File: config.mk
export PLATFORM = sky130hd
export DESIGN_NAME = pc_sequencer
export DESIGN_NICKNAME = d
export VERILOG_FILES = /design/src/rtl/pc_pkg.sv /design/src/rtl/pc_ras.sv /design/src/rtl/pc_sequencer.sv
export SDC_FILE = /design/constraint.sdc
export NUM_CORES = 1
export LEC_CHECK = 0
export BUFFER_PORTS_ARGS = -buffer_cell sky130_fd_sc_hd__buf_2
export CORE_UTILIZATION = 52
export DETAILED_ROUTE_END_ITERATION = 12
export GPL_ROUTABILITY_DRIVEN = 0
export GPL_TIMING_DRIVEN = 0
export PLACE_DENSITY = 0.82
export SLEW_MARGIN = 20
export SYNTH_ARGS = -nofsm -noshare
export SYNTH_HDL_FRONTEND = slang
export SYNTH_HIERARCHICAL = 1
export SYNTH_SLANG_ARGS = --single-unit
File: constraint.sdc
create_clock -name clk -period 5.6 [get_ports clk]
set_input_delay 0.28 -clock clk [delete_from_list [all_inputs] [get_ports clk]]
set_output_delay 0.28 -clock clk [all_outputs]
set_load 0.02 [all_outputs]
File: src/rtl/pc_pkg.sv
// pc_pkg: shared op encoding for the program-counter sequencer
package pc_pkg;
    localparam int PC_OP_W = 3;
    typedef enum logic [PC_OP_W-1:0] {
        NEXT   = 3'd0,
        JUMP   = 3'd1,
        BRANCH = 3'd2,
        CALL   = 3'd3,
        RET    = 3'd4
    } pc_op_e;
endpackage

File: src/rtl/pc_ras.sv
// pc_ras: circular LIFO return-address stack; a push when full overwrites the oldest entry
module pc_ras #(
    parameter int DEPTH = 4,
    parameter int W     = 16
) (
    input  logic         clk,
    input  logic         rst_n,
    input  logic         i_push,
    input  logic         i_pop,
    input  logic [W-1:0] i_data,
    output logic [W-1:0] o_top,
    output logic         o_empty,
    output logic         o_full,
    output logic         o_ovf_evt,
    output logic         o_unf_evt
);
    localparam int PW = $clog2(DEPTH);
    localparam int CW = $clog2(DEPTH + 1);
    logic [W-1:0]  r_mem [DEPTH];
    logic [PW-1:0] r_ptr;
    logic [CW-1:0] r_cnt;
    logic [PW-1:0] w_inc;
    logic [PW-1:0] w_dec;
    assign w_inc     = (r_ptr == PW'(DEPTH - 1)) ? '0 : r_ptr + PW'(1);
    assign w_dec     = (r_ptr == '0) ? PW'(DEPTH - 1) : r_ptr - PW'(1);
    assign o_top     = r_mem[w_dec];
    assign o_empty   = (r_cnt == '0);
    assign o_full    = (r_cnt == CW'(DEPTH));
    assign o_ovf_evt = i_push && o_full;
    assign o_unf_evt = i_pop && o_empty;
    // write pointer and occupancy; the pointer keeps wrapping when full so the oldest slot is reused
    always_ff @(posedge clk) begin
        if (!rst_n) begin
            r_ptr <= '0;
            r_cnt <= '0;
        end else if (i_push) begin
            r_ptr <= w_inc;
            if (!o_full) r_cnt <= r_cnt + CW'(1);
        end else if (i_pop && !o_empty) begin
            r_ptr <= w_dec;
            r_cnt <= r_cnt - CW'(1);
        end
    end
    // entry storage
    always_ff @(posedge clk) begin
        if (rst_n && i_push) r_mem[r_ptr] <= i_data;
    end
endmodule

File: src/rtl/pc_sequencer.sv
// pc_sequencer: fetch PC generator with jump/branch and optional return-address stack (PC_SEQ_RAS_EN)
module pc_sequencer
    import pc_pkg::*;
#(
    parameter int PC_W      = 16,
    parameter int STEP      = 4,
    parameter int RESET_VEC = 0,
    parameter int RAS_DEPTH = 4
) (
    input  logic               clk,
    input  logic               rst_n,
    input  logic               stall,
    input  logic [PC_OP_W-1:0] op,
    input  logic [PC_W-1:0]    target,
    input  logic [PC_W-1:0]    offset,
    input  logic               err_clr,
    output logic [PC_W-1:0]    pc,
    output logic               ras_empty,
    output logic               ras_full,
    output logic               ras_ovf,
    output logic               ras_unf
);
    pc_op_e          w_op;
    logic [PC_W-1:0] r_pc;
    logic [PC_W-1:0] w_seq;
    logic [PC_W-1:0] w_pc_nxt;
    assign w_op  = pc_op_e'(op);
    assign w_seq = r_pc + PC_W'(STEP);
    assign pc    = r_pc;
`ifdef PC_SEQ_RAS_EN
    logic [PC_W-1:0] w_top;
    logic            w_push;
    logic            w_pop;
    logic            w_empty;
    logic            w_ovf_evt;
    logic            w_unf_evt;
    logic            r_ovf;
    logic            r_unf;
    assign w_push = !stall && (w_op == CALL);
    assign w_pop  = !stall && (w_op == RET);
    pc_ras #(
        .DEPTH(RAS_DEPTH),
        .W    (PC_W)
    ) u_ras (
        .clk      (clk),
        .rst_n    (rst_n),
        .i_push   (w_push),
        .i_pop    (w_pop),
        .i_data   (w_seq),
        .o_top    (w_top),
        .o_empty  (w_empty),
        .o_full   (ras_full),
        .o_ovf_evt(w_ovf_evt),
        .o_unf_evt(w_unf_evt)
    );
    // sticky error flags: a new event wins over err_clr
    always_ff @(posedge clk) begin
        if (!rst_n) begin
            r_ovf <= 1'b0;
            r_unf <= 1'b0;
        end else begin
            r_ovf <= w_ovf_evt ? 1'b1 : (err_clr ? 1'b0 : r_ovf);
            r_unf <= w_unf_evt ? 1'b1 : (err_clr ? 1'b0 : r_unf);
        end
    end
    assign ras_empty = w_empty;
    assign ras_ovf   = r_ovf;
    assign ras_unf   = r_unf;
`else
    assign ras_empty = 1'b1;
    assign ras_full  = 1'b0;
    assign ras_ovf   = 1'b0;
    assign ras_unf   = 1'b0;
`endif
    // next-PC select; CALL redirects like JUMP, RET on an empty stack falls through to sequential
    always_comb begin
        w_pc_nxt = (w_op == JUMP || w_op == CALL) ? target :
                   (w_op == BRANCH) ? r_pc + offset : w_seq;
`ifdef PC_SEQ_RAS_EN
        if (w_op == RET && !w_empty) w_pc_nxt = w_top;
`endif
    end
    // PC register
    always_ff @(posedge clk) begin
        if (!rst_n) r_pc <= PC_W'(RESET_VEC);
        else if (!stall) r_pc <= w_pc_nxt;
    end
endmodule

# Yosys cells after proc, flatten, opt, wreduce, memory -nomap -nowiden
# Index checks and enable logic that the tools add are counted.
totals:
  romBits: 0
  elab_cells: 9
  mem_bits_rw: 0
  in_bits: 39
  regBits: 16
  latchBits: 0
  memories: 0
  output_inout_bits: 20
classes:
  muxes: 2
  div: 0
  bitwise: 0
  n_addsub: 2
  multipliers: 0
  reduce_logical: 1
  n_shift: 0
  order_cmp: 0
  n_eq_ne: 3
op_table:
  columns: ["cell", "n"]
  rows:
  - ["2-to-1 mux 16 bit", 2]
  - ["adder 16 bit", 1]
  - ["adder 16 x 3 -> 16 bit (second input constant)", 1]
  - ["== test 3 x 2 -> 1 bit (second input constant)", 2]
  - ["== test 3 x 1 -> 1 bit (second input constant)", 1]
  - ["logical OR 1 bit", 1]

# Logic depth before layout (Yosys ltp)
# Gate-level depths: netlist of the first run.
logic_depth:
  word_depth: 3
  depth_mapped: 10
  depth_no_buf: 10

# Least setup slack after synthesis of the first run
# OpenSTA, ideal clock, no wires.
synth_path:
  path_type: "reg-to-reg"
  from: "register r_pc[8] (netlist: pc[8])"
  to: "register r_pc[15] (netlist: pc[15])"
  setup_time_ps: 91
  n_path_buf: 0
  arrival_time_ps: 2216
  required_time_ps: 5509
  path_stages_with_launch: 9
  synth_period_minus_slack_ps: 2307
  slack_ps: 3293
  cell_sequence: "dfxtp_1 ha_1 a21o_1 a221o_1 a21oi_2 o21ai_2 a311oi_2 xnor2_1 a311oi_1"
synth_between:
  elab_chain_cells: 3
  elab_cells_between_ends: 4
  classes_between: "add/sub: 2; mux: 2"
synth_lines:
  columns: ["element", "line_no", "text"]
  rows:
  - ["from (decl)", "pc_sequencer.sv:24", "logic [PC_W-1:0] r_pc;"]
  - ["from (signal assigned)", "pc_sequencer.sv:85", "if (!rst_n) r_pc <= PC_W'(RESET_VEC);"]
  - ["from (signal assigned)", "pc_sequencer.sv:86", "else if (!stall) r_pc <= w_pc_nxt;"]
  - ["adder 16 x 3 -> 16 bit / adder 16 bit (equally long branches)", "pc_sequencer.sv:28, pc_sequencer.sv:78", null]
  - ["2-to-1 mux 16 bit *", "pc_sequencer.sv:78", "(w_op == BRANCH) ? r_pc + offset : w_seq;"]
  - ["2-to-1 mux 16 bit *", "pc_sequencer.sv:77", "w_pc_nxt = (w_op == JUMP || w_op == CALL) ? target :"]
# Mark *: on every way between the ends. The rest lies on a longest branch, timed or not.
# A chain may end at the register's enable or synchronous reset.

# Worst setup path after layout of the first run
layout_path:
  from: "register r_pc[0] (netlist: pc[0])"
  to: "register r_pc[12] (netlist: pc[12])"
# The elaborated chain is that of the path after synthesis.

==> results.yml, run 1 <==
cts:
  cts_sinks: 16
  cts_resized: 0
  root_buffer: "clkbuf_4"
  cts.clk_slew.worst_paths_ns: 0.12
  cts_htree_levels: 1
  cts_tree: "built"
  clock_latency_ns: 0.31
  cts_max_path_buffers: 2
  cts_setup_buffers: 0
  hold_buffers: 0
  cts_inserted_buffers: 3
floorplanning:
  fp.coreArea_sq_um: 3340
  die_width_um: 61.1
  io_pins: 59
  die-area_sq_um: 3730
  num_rows: 21
  die_y_um: 61.1
  initial_core_util: 0.544
detailed_routing:
  ant_nets: 0
  num_vias: 2058
  wl_um: 5000
  wl_met1_um: 2200
  wl_per_cell_um: 14.5
  drtIter0Drc: 206
  drc: 2
  via_per_inst: 5.97
  top_layer: "met4"
  route.met2.wl_um: 2280
  wl_met3_um: 442
  firstDrtPassIters: 9
yosys:
  synthTopCellsByArea: "dfxtp_1 18%, ha_1 11%, o21ai_0 7.2%"
  ys_types: 55
  netlist_instances: 242
  avgSynthCellArea_sq_um: 7.50
  yosys.area.top_type_share: 0.176
  yosys-top-cells-count: "26 x o21ai_0, 20 x a21oi_1, 20 x nand2_1"
  yosys_warnings: 6
  synthesis.area_sq_um: 1820
  ys.flop_type: "dfxtp_1"
  synth_edf_count: 0
  synth_top_area_cell: "dfxtp_1"
  async_flop_share: 0
  synth.most_common_cell: "o21ai_0"
  yosysSeqAreaShare: 0.176
  yosys_register_bits: 16
setup_path:
  crit_path_max_incr_delay_ns: 0.45
  crit_arrival_ns: 2.73
  endpoint_kind: "flip-flop"
  cp_slowest_cell: "a31oi_1"
  start_kind: "flip-flop"
  critPathKind: "flip-flop to flip-flop"
  worstPathCellList: "ha_1 > inv_1 > fa_1 > nor2b_1 > o211ai_1 > a31oi_1 > nor3_1 > o31ai_1 > a22oi_1 > o21ai_0"
  cp.required_ns: 5.85
  worstPathMaxFanout: 5
sta:
  drv_slew: 0
  period_needed_ns: 2.48
  slew_headroom: 0.529
  skew_ns: 0.0113
  tns_ns: 0
  period_share: 0.442
  worst_pin_slew_ns: 0.705
  hold_viol: 0
  holdWs_ns: 0.255
  rsz0062_at_grt: "false"
  fmax_ghz: 0.404
  final-setup-viol-count: 0
layout:
  fin_cells: 345
  nets: 356
  drive_gt1_frac: 0.231
  n_antenna_cell: 0
  largest_reg_flops: 16
  final_util: 0.651
  area_growth_syn_to_layout_pct: 19.6
power_and_ir_drop:
  power_leakage_nw: 0.987
  peakVddDrop_mv: 0.132
  powerDensity_nw_per_um2: 178
status:
  status: "finished with violations"
  violations: "DRC"
flow_run:
  cap_violations: 0
global_routing:
  track_usage: 0.288
  grt_antenna_before_repair: 0
  grt.overflow.total: 0
  grt_start_max_net_pins: 11
  grt_pass1_vias: 1758
  grt_first_pass_wirelength_um: 8000
place:
  hpwl_um: 3790
  io_buffers: 51
  dp.cells: 341
min_path:
  hold_class: "primary input to flip-flop"
==> path summary, 6_finish.rpt <==
| kind | start | endpoint | slack (ns) | cells after the start |
|---|---|---|---|---|
| setup / recovery | pc[0] | pc[12] | 3.12 | 10 |
| hold / removal | target[7] | pc[7] | 0.26 | 3 |
| setup reg to reg | pc[0] | pc[12] | 3.12 | 10 |
| hold reg to reg | pc[0] | pc[0] | 0.55 | 1 |
==> area by class of cell <==
| class | count | area (sq um) |
|---|---|---|
| plain buffers | 16 | 76.3 |
| well taps | 46 | 57.6 |
| flip-flops and latches | 16 | 320 |
| multi-input cells | 205 | 1400 |
| fillers | 318 | 1160 |
| inverters | 7 | 26.3 |
| repair buffers | 51 | 255 |
| clock buffers | 4 | 36.3 |
==> metal layers <==
layer  vias to the layer above  track usage
met5                         -            0
met4                         0        0.101
met3                         9       0.0546
met2                       110        0.458
met1                       921        0.389
li1                       1018            -
==> logic make-up (layout without fill, tap and decap cells) <==
group,count (synthesis),count (layout),share of synthesized area
flops,16,16,0.176
simple gates,70,70,0.199
buf+inv,23,78,0.0565
compound gates,93,93,0.339
other cells,2,4,0.00414
fa+ha+maj,17,17,0.121
mux,2,2,0.0117
xor+xnor,19,19,0.0917
==> through the flow <==
stage,instance area (sq um),total power (W),setup WS (ns)
6_report,2170,0.000387,3.12
5_1_grt,2170,0.000412,2.85
4_1_cts,2170,0.000385,3.15
3_5_place_dp,2140,0.000300,3.15
3_3_place_gp,2140,0.000298,3.17
2_1_floorplan,1820,0.000254,3.29
==> report_power, final <==
part	internal, W	switching [W]	total (W)
clock	0.0000398	0.0000467	0.0000865
combinational	0.0000709	0.0000932	0.000164
sequential	0.000122	0.0000142	0.000136
==> cell usage in the layout, fill, tap and decap left out, types with 3 or more instances in the layout <==
cell type,instances
nor2b_1,5
ha_1,16
nand3_1,9
o21ai_0,26
clkbuf_4,3
nor3_1,5
a21oi_1,20
nand4_1,6
dfxtp_1,16
nand2_1,20
inv_1,7
a211oi_1,3
a31oi_1,5
a21o_1,7
xnor2_1,14
buf_4,4
xor2_1,5
conb_1,4
buf_2,52
clkbuf_1,11
nor2_1,10
a221oi_1,6
==> worst max-delay path: cells and delay by family (launching register included) <==
family,cells,cell delay (ns)
AO/OA/AOI/OAI,5,1.14
adder cells (fa/ha/maj),2,0.58
buffers and inverters,1,0.06
flip-flops,1,0.38
AND/OR/NAND/NOR,2,0.26
Power figures use the tool's default switching activity.
==> run 2: changes to the inputs <==
--- a/config.mk
+++ b/config.mk
@@ -6,11 +6,11 @@
 export NUM_CORES = 1
 export LEC_CHECK = 0
 export BUFFER_PORTS_ARGS = -buffer_cell sky130_fd_sc_hd__buf_2
-export CORE_UTILIZATION = 52
+export CORE_UTILIZATION = 46
 export DETAILED_ROUTE_END_ITERATION = 12
 export GPL_ROUTABILITY_DRIVEN = 0
 export GPL_TIMING_DRIVEN = 0
-export PLACE_DENSITY = 0.82
+export PLACE_DENSITY = 0.76
 export SLEW_MARGIN = 20
 export SYNTH_ARGS = -nofsm -noshare
 export SYNTH_HDL_FRONTEND = slang
==> constraint.sdc (replaced) <==
create_clock -name clk -period 2.1 [get_ports clk]
set_input_delay 0.105 -clock clk [delete_from_list [all_inputs] [get_ports clk]]
set_output_delay 0.105 -clock clk [all_outputs]
set_load 0.02 [all_outputs]
==> results.yml, run 2 (synthesis gave the netlist of run 1 again) <==
detailed_routing:
  drc: 0
  num_vias: 2096
  firstDrtPassIters: 4
  drtIter0Drc: 151
  ant_nets: 0
  via_per_inst: 5.82
  wl_um: 5540
  wl_per_cell_um: 15.4
sta:
  rsz0062_at_grt: "true"
  drv_slew: 0
  skew_ns: 0.00597
  final-setup-viol-count: 1
  hold_viol: 0
  layout_setup_ws_ns: -0.0138
  worst_pin_slew_ns: 0.654
  slew_headroom: 0.563
  tns_ns: -0.0138
  period_share: 1.01
  fmax_ghz: 0.473
  period_needed_ns: 2.11
layout:
  drive_gt1_frac: 0.369
  fin_cells: 360
  fillers: 348
  n_antenna_cell: 0
  final_cell_mix: "51 x buf_2, 23 x o21ai_0, 20 x nand2_1"
  largest_reg_flops: 16
  post-route-cell-area_sq_um: 2460
  layout_commonest_cell: "buf_2"
  area_growth_syn_to_layout_pct: 35.7
  final_util: 0.663
  nets: 369
cts:
  cts_inserted_buffers: 3
  cts_sinks: 16
  cts_tree: "built"
  cts_max_path_buffers: 2
  cts.clk_slew.worst_paths_ns: 0.07
  root_buffer: "clkbuf_8"
  cts_htree_levels: 1
  clock_latency_ns: 0.26
status:
  status: "finished with violations"
  violations: "setup timing"
floorplanning:
  die-area_sq_um: 4200
  fp.coreArea_sq_um: 3720
  num_rows: 22
  die_y_um: 64.8
  initial_core_util: 0.489
  die_width_um: 64.8
  io_pins: 59
global_routing:
  track_usage: 0.275
  grt_pass1_vias: 1924
  grt.overflow.total: 0
  grt_start_max_net_pins: 11
  grt_first_pass_wirelength_um: 9010
  grt_antenna_before_repair: 0
place:
  hpwl_um: 3970
  dp.cells: 343
  io_buffers: 51
  placed_area_sq_um: 2200
power_and_ir_drop:
  p_switching_w: 0.000441
  peakVddDrop_mv: 0.425
  power.share.clock: 0.246
  p_sw_frac: 0.375
  combPwrFrac: 0.447
  powerDensity_nw_per_um2: 478
  seqPwrFrac: 0.307
  intPower_w: 0.000736
  power_leakage_nw: 1.08
  p_total_w: 0.00118
setup_path:
  cp.required_ns: 2.25
  crit_start: "pc[0]"
  critPathKind: "flip-flop to flip-flop"
  endpoint_kind: "flip-flop"
  cp-endpoint: "pc[14]"
  start_kind: "flip-flop"
  worstPathMaxFanout: 4
  rr_startpoint: "pc[0]"
  rr_endpoint: "pc[14]"
  crit_arrival_ns: 2.27
  reg2reg_depth: 11
  r2r_slack_ns: -0.01
min_path:
  hold_class: "primary input to flip-flop"
flow_run:
  cap_violations: 0
run 2: cell types whose count changed in the layout (fill, tap and decap cells not counted), moves of 5 or more:
cell / change
buf_4: +15
dfxtp_1: -10
ha_1: -8
ha_4: +6
dfxtp_2: +5
dfxtp_4: +5
run 2: what timing repair did:
item | 4_1_cts | 5_1_grt
setup buffers | 7 | 8
setup endpoints to repair | 7 | 10
gates resized for setup | 15 | 17
pin swaps | 13 | 15
hold buffers | 0 | 0
run 2: per-layer routing:
metal	part of all wire	track usage	vias up
met5	0	0	-
met4	0.014	0.0667	0
met3	0.063	0.0458	8
met2	0.47	0.443	80
met1	0.45	0.379	967
li1	-	-	1041
run 2: power by group through the flow:
stage               Combinational [W]  Clock (W)  Sequential, W
finish                       0.000526   0.000289       0.000362
global route                 0.000575   0.000306       0.000367
CTS                          0.000479   0.000287       0.000363
detailed placement           0.000449          0       0.000373
global placement             0.000442          0       0.000372
floorplan                    0.000301          0       0.000391
run 2: layout make-up:
cell class                      count  area, sq um  area share
Buffer                             14         68.8      0.0279
Clock buffer                        4         55.1      0.0223
Inverter                            7         26.3      0.0107
Multi-Input combinational cell    205         1540       0.625
Sequential cell                    16          345       0.140
Tap cell                           48         60.1      0.0244
Timing Repair Buffer               66          368       0.149
run 2: stage by stage:
step / worst slack (ns) / hold slack [ns]
2_1_floorplan: 0.00655 / 0.299
3_3_place_gp: -0.167 / 0.394
3_5_place_dp: -0.171 / 0.402
4_1_cts: -0.0252 / 0.140
5_1_grt: -0.125 / 0.164
6_report: -0.0138 / 0.138
run 2: how the worst min path moves through the flow:
stage,from,end,slack [ns],depth (start not counted)
detailed placement,target[5],pc[5],0.40,3
CTS,target[5],pc[5],0.14,3
finish,target[7],pc[7],0.14,3
global route,target[2],pc[2],0.16,3
global placement,target[5],pc[5],0.39,3
floorplan,target[7],pc[7],0.30,2
run 2: critical path: stages (launching register included):
cell,delay (ns)
dfxtp_2,0.35
ha_4,0.13
inv_2,0.03
fa_2,0.34
nor2b_2,0.14
o211ai_1,0.14
a31oi_2,0.20
buf_4,0.18
a41oi_2,0.13
xnor2_1,0.16
a21oi_1,0.12
o21ai_1,0.08
==> run 3: changes to the inputs <==
--- a/config.mk
+++ b/config.mk
@@ -6,6 +6,7 @@
 export NUM_CORES = 1
 export LEC_CHECK = 0
 export BUFFER_PORTS_ARGS = -buffer_cell sky130_fd_sc_hd__buf_2
+export CAP_MARGIN = 15
 export CORE_UTILIZATION = 46
 export DETAILED_ROUTE_END_ITERATION = 12
 export GPL_ROUTABILITY_DRIVEN = 0
==> constraint.sdc (replaced) <==
create_clock -name clk -period 2.1 [get_ports clk]
set_input_delay 0.315 -clock clk [delete_from_list [all_inputs] [get_ports clk]]
set_output_delay 0.315 -clock clk [all_outputs]
set_load 0.02 [all_outputs]
==> results.yml, run 3 (synthesis gave the netlist of run 1 again) <==
sta:
  worst_pin_slew_ns: 0.677
  final-setup-viol-count: 1
  hold_viol: 0
  slew_headroom: 0.548
  fmax_ghz: 0.473
  layout_setup_ws_ns: -0.0120
  period_share: 1.01
  period_needed_ns: 2.11
  skew_ns: 0.00612
  drv_slew: 0
  tns_ns: -0.0120
  rsz0062_at_grt: "true"
place:
  io_buffers: 51
  hpwl_um: 3970
  dp.cells: 343
floorplanning:
  fp.coreArea_sq_um: 3720
  initial_core_util: 0.489
  die-area_sq_um: 4200
  die_width_um: 64.8
  die_y_um: 64.8
  num_rows: 22
  io_pins: 59
global_routing:
  grt_pass1_vias: 1927
  grt_antenna_before_repair: 0
  track_usage: 0.275
  grt_first_pass_wirelength_um: 9000
  grt.overflow.total: 0
  grt_start_max_net_pins: 11
setup_path:
  critPathKind: "flip-flop to flip-flop"
  endpoint_kind: "flip-flop"
  crit_arrival_ns: 2.29
  start_kind: "flip-flop"
  reg2reg_depth: 8
  worstPathMaxFanout: 8
  cp.required_ns: 2.28
cts:
  root_buffer: "clkbuf_8"
  clock_latency_ns: 0.26
  cts_max_path_buffers: 2
  hold_buffers: 0
  cts_inserted_buffers: 3
  cts.clk_slew.worst_paths_ns: 0.07
  cts_tree: "built"
  cts_sinks: 16
  cts_htree_levels: 1
layout:
  fillers: 353
  area_growth_syn_to_layout_pct: 34.6
  fin_cells: 356
  drive_gt1_frac: 0.364
  nets: 365
  layout_commonest_cell: "buf_2"
  n_antenna_cell: 0
  final_cell_mix: "51 x buf_2, 23 x o21ai_0, 20 x nand2_1"
  largest_reg_flops: 16
power_and_ir_drop:
  powerDensity_nw_per_um2: 478
  power_leakage_nw: 1.07
  peakVddDrop_mv: 0.410
detailed_routing:
  wl_um: 5470
  drtIter0Drc: 162
  wl_per_cell_um: 15.4
  via_per_inst: 5.85
  ant_nets: 0
  firstDrtPassIters: 4
  num_vias: 2084
  drc: 0
status:
  violations: "setup timing"
  status: "finished with violations"
min_path:
  hold_class: "primary input to flip-flop"
  min_path_cells: 3
flow_run:
  cap_violations: 0
## run 3: worst paths after layout
check,from,to,slack [ns]
max,pc[8],pc[15],-0.01
max reg2reg,pc[8],pc[15],-0.01
min reg2reg,pc[1],pc[1],0.53
min,target[5],pc[5],0.35
## run 3: where the power goes
| part | internal (W) | total, W | switching, W |
|---|---|---|---|
| registers | 0.000326 | 0.000365 | 0.0000383 |
| clock network | 0.000167 | 0.000287 | 0.000120 |
| logic | 0.000238 | 0.000517 | 0.000279 |
| total | 0.000731 | 0.00117 | 0.000438 |
## run 3: what timing repair did
action,4_1_cts,5_1_grt
cloned,0,0
pin swaps,13,15
setup buffers,7,4
endpoints found under the hold margin,0,0
gates resized for setup,17,16
endpoints found under the setup margin,8,10
## run 3: area by class of cell
| type | count | area [sq um] | share of cell area |
|---|---|---|---|
| Inverter | 7 | 26.3 | 0.0108 |
| Timing Repair Buffer | 62 | 338 | 0.138 |
| Buffer | 14 | 68.8 | 0.0282 |
| Multi-Input combinational cell | 205 | 1550 | 0.634 |
| Clock buffer | 4 | 55.1 | 0.0225 |
| Tap cell | 48 | 60.1 | 0.0246 |
| Sequential cell | 16 | 345 | 0.141 |
## run 3: worst max-delay path: stages (launching register included)
cell and delay [ns]:
dfxtp_4 0.35, ha_4 0.24, a21o_1 0.21, a221o_1 0.33, a21oi_2 0.13, o21ai_2 0.09, a311oi_2 0.35, xnor2_1 0.10
a311oi_1 0.23
## run 3: per-stage QoR
stage	setup WS, ns	hold WS (ns)	util	area, sq um	power [W]
after floorplan	0.00655	0.509	-	1880	0.000692
after global placement	-0.281	0.490	0.592	2200	0.000814
after detailed placement	-0.323	0.499	0.592	2200	0.000822
after CTS	-0.0222	0.350	0.636	2360	0.00113
after global routing	-0.143	0.374	0.658	2440	0.00124
final	-0.0120	0.348	0.658	2440	0.00117
## run 3: layer usage
layer  vias to the layer above  GRT usage  wire (um)
met1                       966      0.378       2480
met3                         9     0.0458        307
met4                         0     0.0778         83
met5                         -          0          0
met2                        71      0.438       2590
li1                       1038          -          -
